**config.mk**
```make
export PLATFORM = sky130hd
export DESIGN_NAME = adder_carry_select_serial
export DESIGN_NICKNAME = d
export VERILOG_FILES = /design/src/rtl/adder_carry_select_serial_pkg.sv /design/src/rtl/adder_carry_select_serial_segment.sv /design/src/rtl/adder_carry_select_serial.sv
export SDC_FILE = /design/constraint.sdc
export NUM_CORES = 1
export LEC_CHECK = 0
export BUFFER_PORTS_ARGS = -buffer_cell sky130_fd_sc_hd__buf_4
export CAP_MARGIN = 15
export CORE_UTILIZATION = 40
export CTS_CLUSTER_DIAMETER = 80
export DETAILED_ROUTE_END_ITERATION = 7
export GPL_TIMING_DRIVEN = 1
export PLACE_DENSITY = 0.7
export SLEW_MARGIN = 0
export SYNTH_ARGS = -nofsm -noshare
export SYNTH_HDL_FRONTEND = slang
export SYNTH_HIERARCHICAL = 1
export SYNTH_SLANG_ARGS = --single-unit
```
**constraint.sdc**
```tcl
create_clock -name clk -period 3.94 [get_ports clk]
set_input_delay 0.788 -clock clk [delete_from_list [all_inputs] [get_ports clk]]
set_output_delay 0.788 -clock clk [all_outputs]
set_load 0.03 [all_outputs]
```
**src/rtl/adder_carry_select_serial_pkg.sv**
```systemverilog
// adder_carry_select_serial_pkg: FSM state encodings and segment-count/index-width helpers
package adder_carry_select_serial_pkg;
  typedef enum logic [1:0] {
    STATE_IDLE = 2'd0,
    STATE_CALC = 2'd1,
    STATE_DONE = 2'd2
  } state_t;
  function automatic int nseg(input int w, input int s);
    return w / s;
  endfunction
  function automatic int idx_w(input int n);
    return n > 1 ? $clog2(n) : 1;
  endfunction
endpackage

```
**src/rtl/adder_carry_select_serial_segment.sv**
```systemverilog
// adder_cs_segment: one SEG-bit carry-select slice (ports a, b, csel -> s, co)
module adder_cs_segment #(
  parameter int SEG = 8
) (
  input  logic [SEG-1:0] a,
  input  logic [SEG-1:0] b,
  input  logic           csel,
  output logic [SEG-1:0] s,
  output logic           co
);
  logic [SEG:0] s0, s1;
  assign s0 = {1'b0, a} + {1'b0, b};
  assign s1 = {1'b0, a} + {1'b0, b} + (SEG+1)'(1);
  assign {co, s} = csel ? s1 : s0;
endmodule

```
**src/rtl/adder_carry_select_serial.sv**
```systemverilog
// adder_carry_select_serial: segment-serial carry-select adder with val/rdy handshakes (ports clk, rst, in_val/in_rdy/in0/in1/cin, out_val/out_rdy/sum/cout, sub with ADDER_CS_SUB_EN)
module adder_carry_select_serial
  import adder_carry_select_serial_pkg::*;
#(
  parameter int WIDTH = 32,
  parameter int SEG   = 8
) (
  input  logic             clk,
  input  logic             rst,
  input  logic             in_val,
  output logic             in_rdy,
  input  logic [WIDTH-1:0] in0,
  input  logic [WIDTH-1:0] in1,
  input  logic             cin,
  output logic             out_val,
  input  logic             out_rdy,
  output logic [WIDTH-1:0] sum,
  output logic             cout
`ifdef ADDER_CS_SUB_EN
  ,
  input  logic             sub
`endif
);
  localparam int NSEG = nseg(WIDTH, SEG);
  localparam int IW   = idx_w(NSEG);
  localparam logic [IW-1:0] LAST = IW'(NSEG - 1);
  state_t                     state;
  logic [NSEG-1:0][SEG-1:0]   a, b, s;
  logic                       c;
  logic [IW-1:0]              idx;
  logic [SEG-1:0]             seg_s;
  logic                       seg_co;
  logic [WIDTH-1:0]           b_in;
  logic                       c_in;
`ifdef ADDER_CS_SUB_EN
  assign b_in = sub ? ~in1 : in1;
  assign c_in = sub | cin;
`else
  assign b_in = in1;
  assign c_in = cin;
`endif
  adder_cs_segment #(.SEG(SEG)) u_seg (
    .a   (a[idx]),
    .b   (b[idx]),
    .csel(c),
    .s   (seg_s),
    .co  (seg_co)
  );
  assign sum     = s;
  assign in_rdy  = state == STATE_IDLE;
  assign out_val = state == STATE_DONE;
  always_ff @(posedge clk) begin
    if (rst) begin
      state <= STATE_IDLE;
      a     <= '0;
      b     <= '0;
      s     <= '0;
      c     <= 1'b0;
      cout  <= 1'b0;
      idx   <= '0;
    end else begin
      case (state)
        STATE_IDLE: if (in_val) begin
          a     <= in0;
          b     <= b_in;
          c     <= c_in;
          idx   <= '0;
          state <= STATE_CALC;
        end
        STATE_CALC: begin
          s[idx] <= seg_s;
          c      <= seg_co;
          idx    <= idx + IW'(1);
          if (idx == LAST) begin
            cout  <= seg_co;
            state <= STATE_DONE;
          end
        end
        STATE_DONE: if (out_rdy) state <= STATE_IDLE;
        default: state <= STATE_IDLE;
      endcase
    end
  end
endmodule

```
==> metrics.md <==
| Metric | Value |
|---|---|
| Status | finished clean |
| Worst skew pair latency | 0.34 ns |
| CP Launch Type | flip-flop |
| Ys async rst share | 0% |
| Main area contributors after synthesis | dfxtp_1 44%, nand2_1 12%, a21oi_1 11%, mux4_2 7.7%, buf_6 4.1% |
| Max Fclk | 0.286 GHz |
| Vias per cell | 5.13 |
| Antenna cells | 0 |
| Vias in the first global route | 3,845 |
| Sequential Area | 0.00204 mm^2 |
| Count leader, synth | nand2_1 |
| Leak Pwr | 2.26 nW |
| CP most frequent cell | xnor2_1 |
| Total iterations of the first detailed-routing run | 4 |
| Delay-heaviest family, CP | compound AO/OA/AOI/OAI gates |
| Num ports | 104 |
| Synthesis Warnings | 6 |
| Initial Util | 41.0% |
| CTS Sinks | 102 |
| Setup slack at placement | 0.468 ns |
| Core footprint | 0.0114 mm^2 |
| Tcrit/Tclk final | 88.7% |
| Clock root buffer master | clkbuf_16 |
| Post-DP HPWL | 7960 um |
| Worst R2R Start | idx[0] |
| Min-Delay Path Class | flip-flop to flip-flop |
| EDFF count, synth | 0 |
| Post-Syn Nets | 621 |
| Clock Tree Buf Depth | 2 |
| Crit. End Element | flip-flop |
| PD cells | 410 mW/mm^2 |
| DR DRC count | 0 |
| Antenna violations before repair | 0 |
| WS Path Type | flip-flop to flip-flop |
| Mapped Cells | 538 |
| Share of post-route cells with drive strength above 1 | 26.5% |
| Remaining global-route overflow | 0 |
| Relative slew slack | 32.3% |
| Setup Viol. Count Final | 0 |
| Die W | 110 um |
| Most used DFF post-synth | dfxtp_1 |
| Post-route ant nets | 0 |
| RSZ-0062 raised after global routing | false |
| Post-synth cell types | 41 |
| DIE HEIGHT | 110 um |
| Post-synth top area share | 43.6% |
| Final nets | 705 |
| Max-cap check violation count | 0 |
| Post-synthesis register bit count | 102 |
| Port bufs | 103 |
| Post-synth top cells | 152 x nand2_1, 102 x a21oi_1, 102 x dfxtp_1, 34 x nand3_1, 17 x buf_6 |
| Pin count of the biggest net entering global routing | 103 |
| Cell area after synthesis | 0.00469 mm^2 |
| Fin crit period | 3.50 ns |
| Slew Viols, Final | 0 |
| Critical path's largest stage delay | 0.55 ns |
| CP required | 4.19 ns |
| Hold Path Sink | b[10] |
| Multi-input gate area | 0.00234 mm^2 |
| Slowest CP cell | mux4_2 |
| Worst VDD drop | 0.233 mV |
| Crit path buf inv count | 1 |
| R2r setup slk | 0.44 ns |
| Hold path startpoint | b[10] |
| Number of fill cells | 1,124 |
| Clock-pin slew on the worst setup and hold paths | 0.07 ns |
| CTS tree | built |
| CTS Hold Bufs | 0 |
| Reg2Reg Depth | 11 |
| Worst hold stages | 2 |
| Drt wl/cell | 14.2 um |
| Total CTS buffers | 9 |
| Final Skew | 0.00798 ns |
| Setup tns final | 0 ns |
| Post-synthesis sequential area ratio | 43.6% |
| H-tree depth | 3 |
| PostCTS Resize Cnt | 0 |
| Total GRT Usage | 19.0% |
| Syn avg cell area | 8.71 um^2 |
| Final worst slack | 0.444 ns |
| RD Place Congestion | 0.835 |
| Die ar. | 0.0122 mm^2 |
| Leading area contributor after synthesis | dfxtp_1 |
| Postcts setup bufs | 0 |
| DRT iter0 DRCs | 229 |
| Reg2reg end | sum[7] |
| CP Cell Sequence | buf_4 > mux4_2 > fa_1 > a211o_2 > o21ai_1 > xnor2_1 > nand3b_1 > nor3_2 > xnor2_1 > nand3_1 > a21oi_1 |
| Crit path DAT | 3.74 ns |
| Final hold vios | 0 |
| Area grow syn2layout | 22.1% |
| Routed WL | 10,900 um |
| Least-Margin Pin Slew | 1.02 ns |
| First-pass GRT wire length | 18,000 um |
| Via Count | 3,942 |
| Crit path max fanout | 8 |
| Site row count | 39 |
worst max-delay path by stage:
stage / start / end / slack, ns / depth (start not counted)
6_report: idx[0] / sum[7] / 0.44 / 11
5_1_grt: idx[0] / sum[7] / 0.26 / 11
4_1_cts: idx[0] / c / 0.45 / 11
3_5_place_dp: idx[0] / c / 0.47 / 11
3_3_place_gp: idx[0] / c / 0.56 / 11
2_1_floorplan: idx[0] / c / 0.58 / 13
cells in the final DEF, fill, tap and decap left out, types with 2 or more instances in the layout:
| cell type | count |
|---|---|
| a21oi_1 | 102 |
| clkinv_4 | 2 |
| o21ai_1 | 2 |
| dfxtp_1 | 102 |
| nor3_1 | 2 |
| xor2_1 | 5 |
| xnor2_1 | 6 |
| nor2_1 | 14 |
| o21ai_0 | 2 |
| nand2_2 | 10 |
| nor2b_1 | 3 |
| inv_1 | 5 |
| nand3_1 | 34 |
| ha_1 | 13 |
| o21a_1 | 3 |
| mux4_2 | 16 |
| clkbuf_16 | 9 |
| nand2_1 | 152 |
| nand3b_1 | 5 |
| mux2i_1 | 2 |
| nor3_2 | 2 |
| a211oi_2 | 2 |
| buf_4 | 112 |
metal layers:
layer  track usage (%)  routed length, um  share of wire, %
met2              32.5               5220                48
met4              5.17                 78              0.71
met1              24.4               5000                46
met3              3.59                616               5.6
met5                 0                  0                 0
stage by stage:
stage               total power [W]  cell area [um^2]  hold WS [ns]  instances  utilization, %
finish                      0.00235              5720         0.453        769            50.1
global route                0.00245              5720         0.473        769            50.1
CTS                         0.00237              5720         0.456        769            50.1
detailed placement          0.00149              5420         0.446        754            47.5
global placement            0.00148              5420         0.444        754            47.5
floorplan                   0.00137              4690         0.433        538               -
flip-flops by register name (all words and copies together) (netlist names):
name and flops:
sum 32, state 2, idx 2, b 32, cout 1, a 32, c 1
power breakdown:
part / switching [W] / internal [W] / leakage (nW) / total, W
sequential: 0.0000332 / 0.00108 / 0.833 / 0.00111
clock: 0.000379 / 0.000507 / 0.145 / 0.000887
combinational: 0.000198 / 0.000151 / 1.28 / 0.000349
cell type report:
cell class / instances / area share, %
repair buffers: 112 / 14.7
flip-flops and latches: 102 / 35.7
inverters: 5 / 0.328
well taps: 143 / 3.13
multi-input cells: 392 / 40.9
clock inverters: 5 / 1.05
clock buffers: 10 / 4.18
kinds of logic after synthesis:
logic type,Yosys count,synth area share [%]
and+or+nand+nor,230,21.7
muxes,19,8.36
AOI/OAI and AO/OA,118,13.8
DFF,102,43.6
buffers and inverters,44,6.65
xor gates and xnor gates,11,2.06
adders and majority gates,14,3.90
worst min-delay path, cell delays in order, from the launching register on:
cell	delay (ns)
dfxtp_1	0.31
nand2_1	0.05
a21oi_1	0.05
Note: power is estimated with default switching activity, not from simulation.
